`src/rtl/seg7_scan_decoder.sv`:
```
// Readback decoder for a 4-digit multiplexed active-low 7-segment display.
// Samples each digit once per anode activation and publishes BCD after STABLE_FRAMES identical frames.
module seg7_scan_decoder #(
    parameter int SETTLE_CYCLES  = 4,
    parameter int STABLE_FRAMES  = 2,
    parameter int TIMEOUT_CYCLES = 2000000
) (
    input  logic       fastclk,
    input  logic       rst,
    input  logic [3:0] Ao,
    input  logic [6:0] s,
    input  logic       Do,
    output logic [3:0] bcd0,
    output logic [3:0] bcd1,
    output logic [3:0] bcd2,
    output logic [3:0] bcd3,
    output logic [3:0] dp,
    output logic       valid,
    output logic       err,
    output logic       frame_strobe,
    output logic       stale
);

    typedef struct packed {
        logic [3:0] bcd;
        logic       dp;
    } digit_t;

    localparam int SW = $clog2(SETTLE_CYCLES + 1);
    localparam int MW = $clog2(STABLE_FRAMES + 1);
    localparam int TW = $clog2(TIMEOUT_CYCLES + 1);
    localparam logic [SW-1:0] SETTLE_MAX = SW'(SETTLE_CYCLES);
    localparam logic [SW-1:0] SETTLE_HIT = SW'(SETTLE_CYCLES - 1);
    localparam logic [MW-1:0] MATCH_MAX  = MW'(STABLE_FRAMES);
    localparam logic [TW-1:0] TO_HIT     = TW'(TIMEOUT_CYCLES - 1);

    logic [3:0]    ao_r;
    logic [6:0]    s_r;
    logic          do_r;
    logic [SW-1:0] settle;
    logic          sampled;
    logic [TW-1:0] tcnt;
    logic [3:0]    mask, mask_nxt;
    logic [MW-1:0] match;
    digit_t [3:0]  shadow, cand, pub;

    logic       onehot, sample, complete, timeout, publish, cand_err;
    logic [1:0] idx;
    digit_t     sdig;

    function automatic logic [3:0] seg_decode(input logic [6:0] seg);
        case (seg)
            7'b0000001: seg_decode = 4'h0;
            7'b1001111: seg_decode = 4'h1;
            7'b0010010: seg_decode = 4'h2;
            7'b0000110: seg_decode = 4'h3;
            7'b1001100: seg_decode = 4'h4;
            7'b0100100: seg_decode = 4'h5;
            7'b0100000: seg_decode = 4'h6;
            7'b0001111: seg_decode = 4'h7;
            7'b0000000: seg_decode = 4'h8;
            7'b0000100: seg_decode = 4'h9;
            7'b1111111: seg_decode = 4'hF;
            default:    seg_decode = 4'hE;
        endcase
    endfunction

    always_comb begin
        onehot = 1'b1;
        idx    = 2'd0;
        case (ao_r)
            4'b1110: idx = 2'd0;
            4'b1101: idx = 2'd1;
            4'b1011: idx = 2'd2;
            4'b0111: idx = 2'd3;
            default: onehot = 1'b0;
        endcase
    end

    assign sample   = onehot && !sampled && (settle == SETTLE_HIT);
    assign complete = (mask == 4'hF);
    assign timeout  = (tcnt == TO_HIT) && !sample;
    assign publish  = (match == MATCH_MAX) && ((cand != pub) || !valid) && !timeout;
    assign sdig     = '{bcd: seg_decode(s_r), dp: ~do_r};

    // A completing frame frees the mask in the same cycle a new sample may land.
    always_comb begin
        mask_nxt = complete ? 4'h0 : mask;
        if (sample) mask_nxt[idx] = 1'b1;
    end

    always_comb begin
        cand_err = 1'b0;
        for (int i = 0; i < 4; i++)
            if (cand[i].bcd == 4'hE) cand_err = 1'b1;
    end

    always_ff @(posedge fastclk) begin
        if (rst) begin
            ao_r         <= 4'hF;
            s_r          <= 7'h7F;
            do_r         <= 1'b1;
            settle       <= '0;
            sampled      <= 1'b0;
            tcnt         <= '0;
            mask         <= 4'h0;
            match        <= '0;
            shadow       <= '0;
            cand         <= '0;
            pub          <= '0;
            valid        <= 1'b0;
            err          <= 1'b0;
            frame_strobe <= 1'b0;
            stale        <= 1'b0;
        end else begin
            ao_r         <= Ao;
            s_r          <= s;
            do_r         <= Do;
            frame_strobe <= 1'b0;

            if (Ao != ao_r) begin
                settle  <= '0;
                sampled <= 1'b0;
            end else begin
                if (settle != SETTLE_MAX) settle <= settle + SW'(1);
                if (sample) sampled <= 1'b1;
            end

            if (sample)              tcnt <= '0;
            else if (tcnt != TO_HIT) tcnt <= tcnt + TW'(1);

            if (sample) shadow[idx] <= sdig;
            mask <= mask_nxt;

            if (complete) begin
                if (shadow == cand) begin
                    if (match != MATCH_MAX) match <= match + MW'(1);
                end else begin
                    cand  <= shadow;
                    match <= MW'(1);
                end
            end

            if (publish) begin
                pub          <= cand;
                frame_strobe <= 1'b1;
                valid        <= 1'b1;
                stale        <= 1'b0;
                err          <= cand_err;
            end

            // Stale display: drop any partial progress but keep showing the last value.
            if (timeout) begin
                stale <= 1'b1;
                valid <= 1'b0;
                mask  <= 4'h0;
                match <= '0;
            end
        end
    end

    assign bcd0 = pub[0].bcd;
    assign bcd1 = pub[1].bcd;
    assign bcd2 = pub[2].bcd;
    assign bcd3 = pub[3].bcd;
    assign dp   = {pub[3].dp, pub[2].dp, pub[1].dp, pub[0].dp};

endmodule

```
`config.mk`:
```
export PLATFORM = sky130hd
export DESIGN_NAME = seg7_scan_decoder
export DESIGN_NICKNAME = d
export VERILOG_FILES = /design/src/rtl/seg7_scan_decoder.sv
export SDC_FILE = /design/constraint.sdc
export NUM_CORES = 1
export LEC_CHECK = 0
export CAP_MARGIN = 30
export CORE_UTILIZATION = 65
export DETAILED_ROUTE_END_ITERATION = 6
export DONT_BUFFER_PORTS = 1
export PLACE_DENSITY = 0.89
export SLEW_MARGIN = 40
export SYNTH_ARGS = -nofsm -noshare
export SYNTH_HDL_FRONTEND = slang
export SYNTH_SLANG_ARGS = --single-unit
```
`constraint.sdc`:
```
create_clock -name fastclk -period 3.8 [get_ports fastclk]
set_input_delay 0.76 -clock fastclk [delete_from_list [all_inputs] [get_ports fastclk]]
set_output_delay 0.76 -clock fastclk [all_outputs]
set_load 0.01 [all_outputs]
```
Word-level counts from Yosys, hierarchy flattened
Index checks and enable logic that the tools add are counted.
{"block": "op_classes", "n_addsub": 3, "n_mul": 0, "div": 0, "magnitude_cmp": 2, "n_eq_ne": 29, "shifts": 0, "muxes": 19, "n_bitwise": 3, "n_reduce_logical": 19}
{"op": "$pmux W4 S11", "count": 1}
{"op": "$eq A4 B4 Y1 const B", "count": 8}
{"op": "$add A21 B1 Y21 const B", "count": 1}
{"op": "$eq A21 B21 Y1 const B", "count": 1}
{"op": "$eq A7 B7 Y1 const B", "count": 3}
{"op": "$ne A21 B21 Y1 const B", "count": 1}
{"op": "$bwmux W20", "count": 1}
{"op": "$eq A20 B20 Y1", "count": 1}
{"op": "$ne A20 B20 Y1", "count": 1}
{"op": "$eq A7 B3 Y1 const B", "count": 2}
{"op": "$eq A7 B6 Y1 const B", "count": 2}
{"op": "$demux W5 S2", "count": 1}
{"op": "$mux W1", "count": 9}
{"op": "$mux W4", "count": 2}
{"op": "$eq A7 B1 Y1 const B", "count": 1}
{"op": "$eq A7 B4 Y1 const B", "count": 1}
{"op": "$eq A7 B5 Y1 const B", "count": 1}
{"op": "$logic_not A7 Y1", "count": 1}
{"op": "$logic_and A1 B1 Y1", "count": 6}
{"op": "$pmux W2 S3", "count": 1}
{"op": "$reduce_or A2 Y1", "count": 3}
{"op": "$mux W5", "count": 1}
{"op": "$eq A4 B3 Y1 const B", "count": 1}
{"op": "$logic_not A1 Y1", "count": 4}
{"op": "other kinds (18)", "count": 21}
{"block": "word_totals", "reg_bits": 107, "latchBits": 0, "mem_bits_rw": 0, "mem_bits_ro": 0, "output_inout_bits": 24, "memories": 0}

Depth between registers and ports, before layout
Gate-level depths: netlist (run 1).
{"block": "depth", "word_depth": 11, "depth_mapped": 9, "depth_no_buf": 8}

Worst setup path before layout (run 1)
OpenSTA, ideal clock, no wires.
{"block": "synth_path", "path_type": "register to register", "start": "reg pub (netlist bit bcd1[3])", "end": "reg pub (netlist bit bcd2[3])", "setup_ns": 0.116, "t_arrival_ns": 1.813, "required_ns": 3.684, "slack_ns": 1.872, "stages_incl_launch_ff": 8, "path_buffers": 1, "cell_sequence": "dfxtp_1 > xor2_1 > nor4_1 > nand3_1 > o41ai_4 > buf_4 > nor4b_1 > a31o_1"}
{"block": "synth_between", "elab_chain_len": 4}
{"element": "start: declaration", "line_no": "45", "source": "digit_t [3:0] shadow, cand, pub;"}
{"element": "start signal: assignment", "line_no": "145", "source": "pub <= cand;"}
{"element": "$ne A20 B20 Y1", "line_no": "83", "source": "assign publish = (match == MATCH_MAX) && ((cand != pub) || !valid) && !timeout;"}
{"element": "$logic_or A1 B1 Y1", "line_no": "83"}
{"element": "$logic_and A1 B1 Y1 (2 in series)", "line_no": "83"}
Every way passes these cells.
A chain may end at the register's enable or synchronous reset.

Worst setup path in the final report (run 1)
{"block": "layout_path", "start": "reg pub (netlist bit bcd0[3])", "end": "reg pub (netlist bit dp[0])"}
The elaborated chain is that of the path after synthesis.

==> impl_metrics.py, run 1 <==
metrics = {
    "pwr": {
        "p_clk_share_pct": 34.7,
        "switching_share_pct": 21.6,
        "power.switching_uw": 396,
        "pwr-share-comb_pct": 2.8,
        "p_int_mw": 1.44,
        "cellPowerDensity_mw_per_mm2": 362,
        "p_leak_nw": 1.67,
        "p_seq_share_pct": 62.5,
        "peakVddDrop_uv": 231,
    },
    "logic_synthesis": {
        "synth-seq-cells": 107,
        "netlist_area_mm2": 0.00486,
        "yosysMostFrequentCell": "dfxtp_1",
        "ys.flop_type": "dfxtp_1",
        "yosys.area.top_type": "dfxtp_1",
        "yosys_warnings": 0,
        "synth_fp_nets": 530,
        "synth-edff-count": 0,
        "synth_cell_types": 47,
        "synth.area.top_cells": "dfxtp_1 44%, xnor2_1 8.8%, nor2_1 6.6%, mux2i_1 6.0%, nor4b_1 3.8%",
        "ys_async_sr_fraction_pct": 0,
        "synth_top_area_share_pct": 44.1,
        "synth-seq-area-share_pct": 44.1,
        "synth_common_cells": "107 x dfxtp_1, 86 x nor2_1, 49 x xnor2_1",
        "post_synth.cell_area_avg_um2": 9.51,
        "synth_cells": 511,
    },
    "floorplan": {
        "io_pins": 38,
        "fp-row-count": 31,
        "die_h_um": 88.4,
        "core-area_mm2": 0.00725,
        "start_util_pct": 67.0,
        "die_x_um": 88.4,
        "dieArea_mm2": 0.00782,
    },
    "drt": {
        "drt-pass1-iter-count": 4,
        "m1WireLength_um": 4190,
        "wl_um": 9860,
        "drtIter0Drc": 183,
        "route.antenna.remaining_nets": 0,
        "route.met2.wl_um": 5000,
        "via_per_inst": 5.95,
        "dr_wl_met3_um": 407,
        "wire_per_inst_um": 16.4,
        "dr.max_layer_used": "met4",
        "vias": 3581,
        "drc": 0,
    },
    "place": {
        "dp_cells": 588,
        "portBuffers": 0,
        "dpl.hpwl_um": 7010,
        "place_area_mm2": 0.00489,
        "gp_congestion": 0.810,
    },
    "clocking": {
        "clock_tree.buffer_depth": 2,
        "clock_latency_ns": 0.37,
        "clock_sinks": 107,
        "numCtsBuffers": 9,
        "clk_pin_slew_ns": 0.09,
        "cts_tree": "yes",
        "postCtsResizedCells": 0,
        "cts_root_buf": "clkbuf_8",
        "postCtsSetupBuffers": 0,
        "postCtsHoldBufs": 0,
        "htreeDepth": 3,
    },
    "critical_path": {
        "r2r_start": "bcd0[3]",
        "r2r_slack_ns": 1.35,
        "endpoint_kind": "flip-flop",
        "startpoint_type": "flip-flop",
        "cp_max_fo": 21,
        "required_ns": 4.11,
        "worstReg2RegEnd": "dp[0]",
        "cp.arrival_ns": 2.76,
        "criticalPathCategory": "reg -> reg",
        "worstRegToRegCells": 6,
    },
    "status": {
        "outcome": "completed",
    },
    "flow_run": {
        "maxCapViolations": 0,
    },
    "sta": {
        "period_minus_slack_ns": 2.45,
        "final_max_slew_viol_count": 0,
        "slew_headroom_pct": 40.4,
        "clock.fmax_mhz": 408,
        "fin_crit_sh_pct": 64.5,
        "setup-violations-final": 0,
        "tightestPinTransition_ns": 0.888,
        "skew_ns": 0.00768,
        "final_hold_viol_count": 0,
        "rsz0062_at_grt": "no",
        "tns_ns": 0,
    },
    "layout": {
        "post-route-util_pct": 69.8,
        "drive_above_1_share_pct": 7.95,
        "synthToLayoutAreaGrowth_pct": 4.28,
        "fill_cells": 544,
        "stdcell_area_mm2": 0.00506,
        "antennaDiodeCount": 0,
        "final_cells": 602,
        "nets": 519,
    },
    "global_routing": {
        "grt_pass1_vias": 3419,
        "grt_max_degree": 75,
        "grt_usage_pct": 26.5,
        "grt_pass1_wl_um": 15900,
        "grt.overflow.total": 0,
        "grt_antenna_before_repair": 0,
    },
    "worst_hold_path": {
        "min_from": "rst",
        "min_delay_worst_endpoint": "err",
        "hold_class": "in -> reg",
        "min_path_cells": 1,
    },
}
## routing by layer
| metal | vias to the layer above | GRT usage (%) |
|---|---|---|
| met5 | - | 0 |
| met4 | 0 | 12.5 |
| met3 | 23 | 4.38 |
| met2 | 69 | 47.3 |
| met1 | 1710 | 30.9 |
| li1 | 1779 | - |
## cell usage in the layout (no fill, tap or decap), types with 10 or more instances in the layout
cell	netlist	routed
a211oi_1	13	13
a21oi_1	16	15
a31o_1	20	20
clkbuf_8	0	12
dfxtp_1	107	107
inv_1	10	10
mux2i_1	29	29
nand2_1	15	15
nand3_1	12	12
nand4_1	17	17
nor2_1	86	86
nor4b_1	21	21
or2_2	12	12
xnor2_1	49	49
xor2_1	17	17
## stage by stage
step	hold WS, ns	power, mW	setup WS (ns)
after floorplan	0.437	1.22	1.87
after global placement	0.451	1.22	1.54
after detailed placement	0.468	1.22	1.44
after CTS	0.443	1.84	1.39
after global routing	0.442	1.89	1.16
final	0.446	1.83	1.35
## worst max-delay path by stage
stage                     endpoint  slack, ns    start  cells past startpoint
final                        dp[0]       1.35  bcd0[3]                      6
after global routing       bcd0[1]       1.16  bcd0[3]                      6
after floorplan            bcd2[3]       1.87  bcd1[3]                      7
after CTS                    dp[0]       1.39  bcd0[3]                      6
after detailed placement     dp[0]       1.44  bcd0[3]                      6
after global placement     bcd0[2]       1.54  bcd0[3]                      6
## cell families (layout without fill, tap and decap cells)
group           count (synthesis)  in the layout  synth area share, %
compound gates                 61             61                 9.61
mux                            29             29                 5.98
flops                         107            107                 44.1
simple gates                  208            208                 23.6
buf+inv                        35             27                 3.53
xor+xnor                       66             66                 11.9
fa+ha+maj                       5              5                 1.29
## sequential cells by signal, summed over array words and instances, names as in the netlist, 2 cells and up
signal and flops:
bcd0 4, settle 3, shadow 20, tcnt 21, s_r 7, bcd2 4
bcd1 4, ao_r 4, bcd3 4, dp 4, cand 20, mask 4
match 2
## layout make-up
cell class | instances | area (um2) | share of cell area [%]
flip-flops and latches | 107 | 2140 | 42.3
multi-input cells | 369 | 2560 | 50.6
clock inverters | 1 | 8.76 | 0.173
well taps | 99 | 124 | 2.45
repair buffers | 2 | 15.0 | 0.296
clock buffers | 13 | 169 | 3.33
inverters | 11 | 41.3 | 0.815
## worst max-delay path, stage by stage, from the launching register on
cell	delay (ns)
dfxtp_1	0.37
xor2_1	0.18
nor4_1	0.32
nand4_1	0.21
o41ai_4	0.61
or2b_2	0.47
a31o_1	0.21
## power groups by stage
stage | Combinational, mW | Clock, mW | Sequential [mW]
2_1_floorplan | 0.0545 | 0 | 1.16
3_3_place_gp | 0.0465 | 0 | 1.17
3_5_place_dp | 0.0513 | 0 | 1.17
4_1_cts | 0.0517 | 0.642 | 1.15
5_1_grt | 0.0571 | 0.684 | 1.15
6_report | 0.0516 | 0.636 | 1.15
(Power assumes the default switching activity.)
==> run 2, diff against run 1 <==
- CORE_UTILIZATION: 65 -> 57
- PLACE_DENSITY: 0.89 -> 0.83
- clock period: 3.8 -> 2 ns (I/O delays scaled with it)
==> impl_metrics.py, run 2 (synthesis gave the netlist of run 1 again) <==
metrics = {
    "critical_path": {
        "required_ns": 2.32,
        "r2r_slack_ns": -0.02,
        "worstReg2RegEnd": "bcd1[3]",
        "r2r_start": "bcd1[3]",
        "cp_slowest_stage_delay_ns": 0.44,
        "criticalPathCategory": "reg -> reg",
        "cp.arrival_ns": 2.34,
        "setup.worst_path.start": "bcd1[3]",
        "crit_buf_inv": 1,
        "cp_cell_sequence": "xor2_1 > nor4_1 > nand3_1 > o41ai_4 > or2b_4 > clkbuf_16 > a31o_1",
        "endpoint_kind": "flip-flop",
        "crit_family": "simple AND/OR/NAND/NOR gates",
        "startpoint_type": "flip-flop",
        "cp_max_fo": 10,
        "worstRegToRegCells": 7,
        "cpMaxStageDelayCell": "o41ai_4",
    },
    "clocking": {
        "cts_root_buf": "clkbuf_8",
        "clock_tree.buffer_depth": 2,
        "clock_latency_ns": 0.38,
        "numCtsBuffers": 9,
        "clock_sinks": 107,
        "clk_pin_slew_ns": 0.10,
        "htreeDepth": 3,
        "postCtsHoldBufs": 0,
        "cts_tree": "yes",
    },
    "worst_hold_path": {
        "min_delay_worst_endpoint": "cand[12]",
        "min_from": "rst",
        "min_path_cells": 1,
        "hold_class": "in -> reg",
    },
    "floorplan": {
        "start_util_pct": 59.1,
        "core-area_mm2": 0.00822,
        "die_x_um": 94.3,
        "die_h_um": 94.3,
        "dieArea_mm2": 0.00889,
        "fp-row-count": 33,
        "io_pins": 38,
    },
    "pwr": {
        "peakVddDrop_uv": 355,
        "p_leak_nw": 1.93,
        "cellPowerDensity_mw_per_mm2": 708,
        "totalPowerFinal_mw": 3.88,
    },
    "sta": {
        "clock.fmax_mhz": 495,
        "final_max_slew_viol_count": 0,
        "skew_ns": 0.0103,
        "fin_crit_sh_pct": 101,
        "setup-violations-final": 16,
        "period_minus_slack_ns": 2.02,
        "slew_headroom_pct": 72.1,
        "worst_slack_ns": -0.0193,
        "tightestPinTransition_ns": 0.418,
        "final_hold_viol_count": 0,
        "rsz0062_at_grt": "yes",
    },
    "place": {
        "pre_cts_slack_ns": -0.0315,
        "dpl.hpwl_um": 7490,
        "portBuffers": 0,
        "gp_congestion": 0.858,
    },
    "layout": {
        "layout_commonest_cell": "dfxtp_1",
        "fill_cells": 648,
        "top_register": "tcnt",
        "synthToLayoutAreaGrowth_pct": 13.0,
        "nets": 557,
        "top_regs": "tcnt x21, cand x20, shadow x20",
        "antennaDiodeCount": 0,
        "final_cell_mix": "106 x dfxtp_1, 86 x nor2_1, 49 x xnor2_1, 36 x buf_4, 29 x mux2i_1",
        "drive_above_1_share_pct": 16.0,
        "largest_reg_flops": 21,
    },
    "drt": {
        "via_per_inst": 5.93,
        "wire_per_inst_um": 16.8,
        "vias": 3843,
        "drt-pass1-iter-count": 4,
        "drc": 0,
        "drtIter0Drc": 209,
        "route.antenna.remaining_nets": 0,
        "wl_um": 10900,
    },
    "global_routing": {
        "grt_pass1_vias": 3741,
        "grt.overflow.total": 0,
        "grt_max_degree": 75,
        "grt_usage_pct": 25.9,
        "grt_antenna_before_repair": 0,
        "grt_pass1_wl_um": 17700,
    },
    "status": {
        "violations": "negative setup slack",
        "outcome": "complete, but fails checks",
    },
    "flow_run": {
        "maxCapViolations": 0,
    },
}
## run 2: how the worst max path moves through the flow
stage / slack [ns] / depth (start not counted) / end
after global routing: -0.11 / 7 / bcd2[2]
final: -0.02 / 7 / bcd1[3]
after CTS: 0.006 / 9 / bcd3[0]
after global placement: 0.06 / 7 / match[1]
after floorplan: 0.07 / 7 / bcd2[3]
after detailed placement: -0.03 / 7 / bcd2[2]
## run 2: area by class of cell
cell class	instances	area [um2]	share of cell area, %
flip-flops and latches	107	2140	39.0
clock inverters	6	113	2.05
multi-input cells	369	2580	47.1
repair buffers	40	338	6.15
inverters	11	41.3	0.752
clock buffers	10	138	2.51
well taps	105	131	2.39
## run 2: per-layer routing
metal	global-route usage (%)	routed length, um	part of all wire, %
met5	0	0	0
met4	12.7	301	2.8
met3	3.64	447	4.1
met2	45.9	5570	51
met1	30.5	4590	42
## run 2: worst register-to-register path, cell delays in order, from the launching register on
cell and delay [ns]:
dfxtp_2 0.34, xor2_1 0.17, nor4_1 0.32, nand3_1 0.18, o41ai_4 0.44, or2b_4 0.22, clkbuf_16 0.16, a31o_1 0.14
## run 2: timing repair
item	4_1_cts	5_1_grt
endpoints found under the setup margin	21	24
buffers inserted	0	1
gates resized for setup	3	7
cloned	0	1
pin swaps	1	4
endpoints found under the hold margin	0	0
## run 2: power breakdown
| group | leakage [nW] | internal (mW) | switching [mW] |
|---|---|---|---|
| Clock | 0.126 | 0.868 | 0.738 |
| Sequential | 0.866 | 2.15 | 0.0304 |
| Combinational | 0.941 | 0.0462 | 0.0542 |
## run 2: stage by stage
stage	cell area (um2)	hold slack (ns)	setup TNS, ns	util (%)	cells
2_1_floorplan	4860	0.437	0	-	511
3_3_place_gp	5160	0.451	0	62.8	630
3_5_place_dp	5160	0.465	-0.163	62.8	630
4_1_cts	5420	0.0819	0	66.0	646
5_1_grt	5490	0.0868	-2.06	66.8	648
6_report	5490	0.0977	-0.135	66.8	648
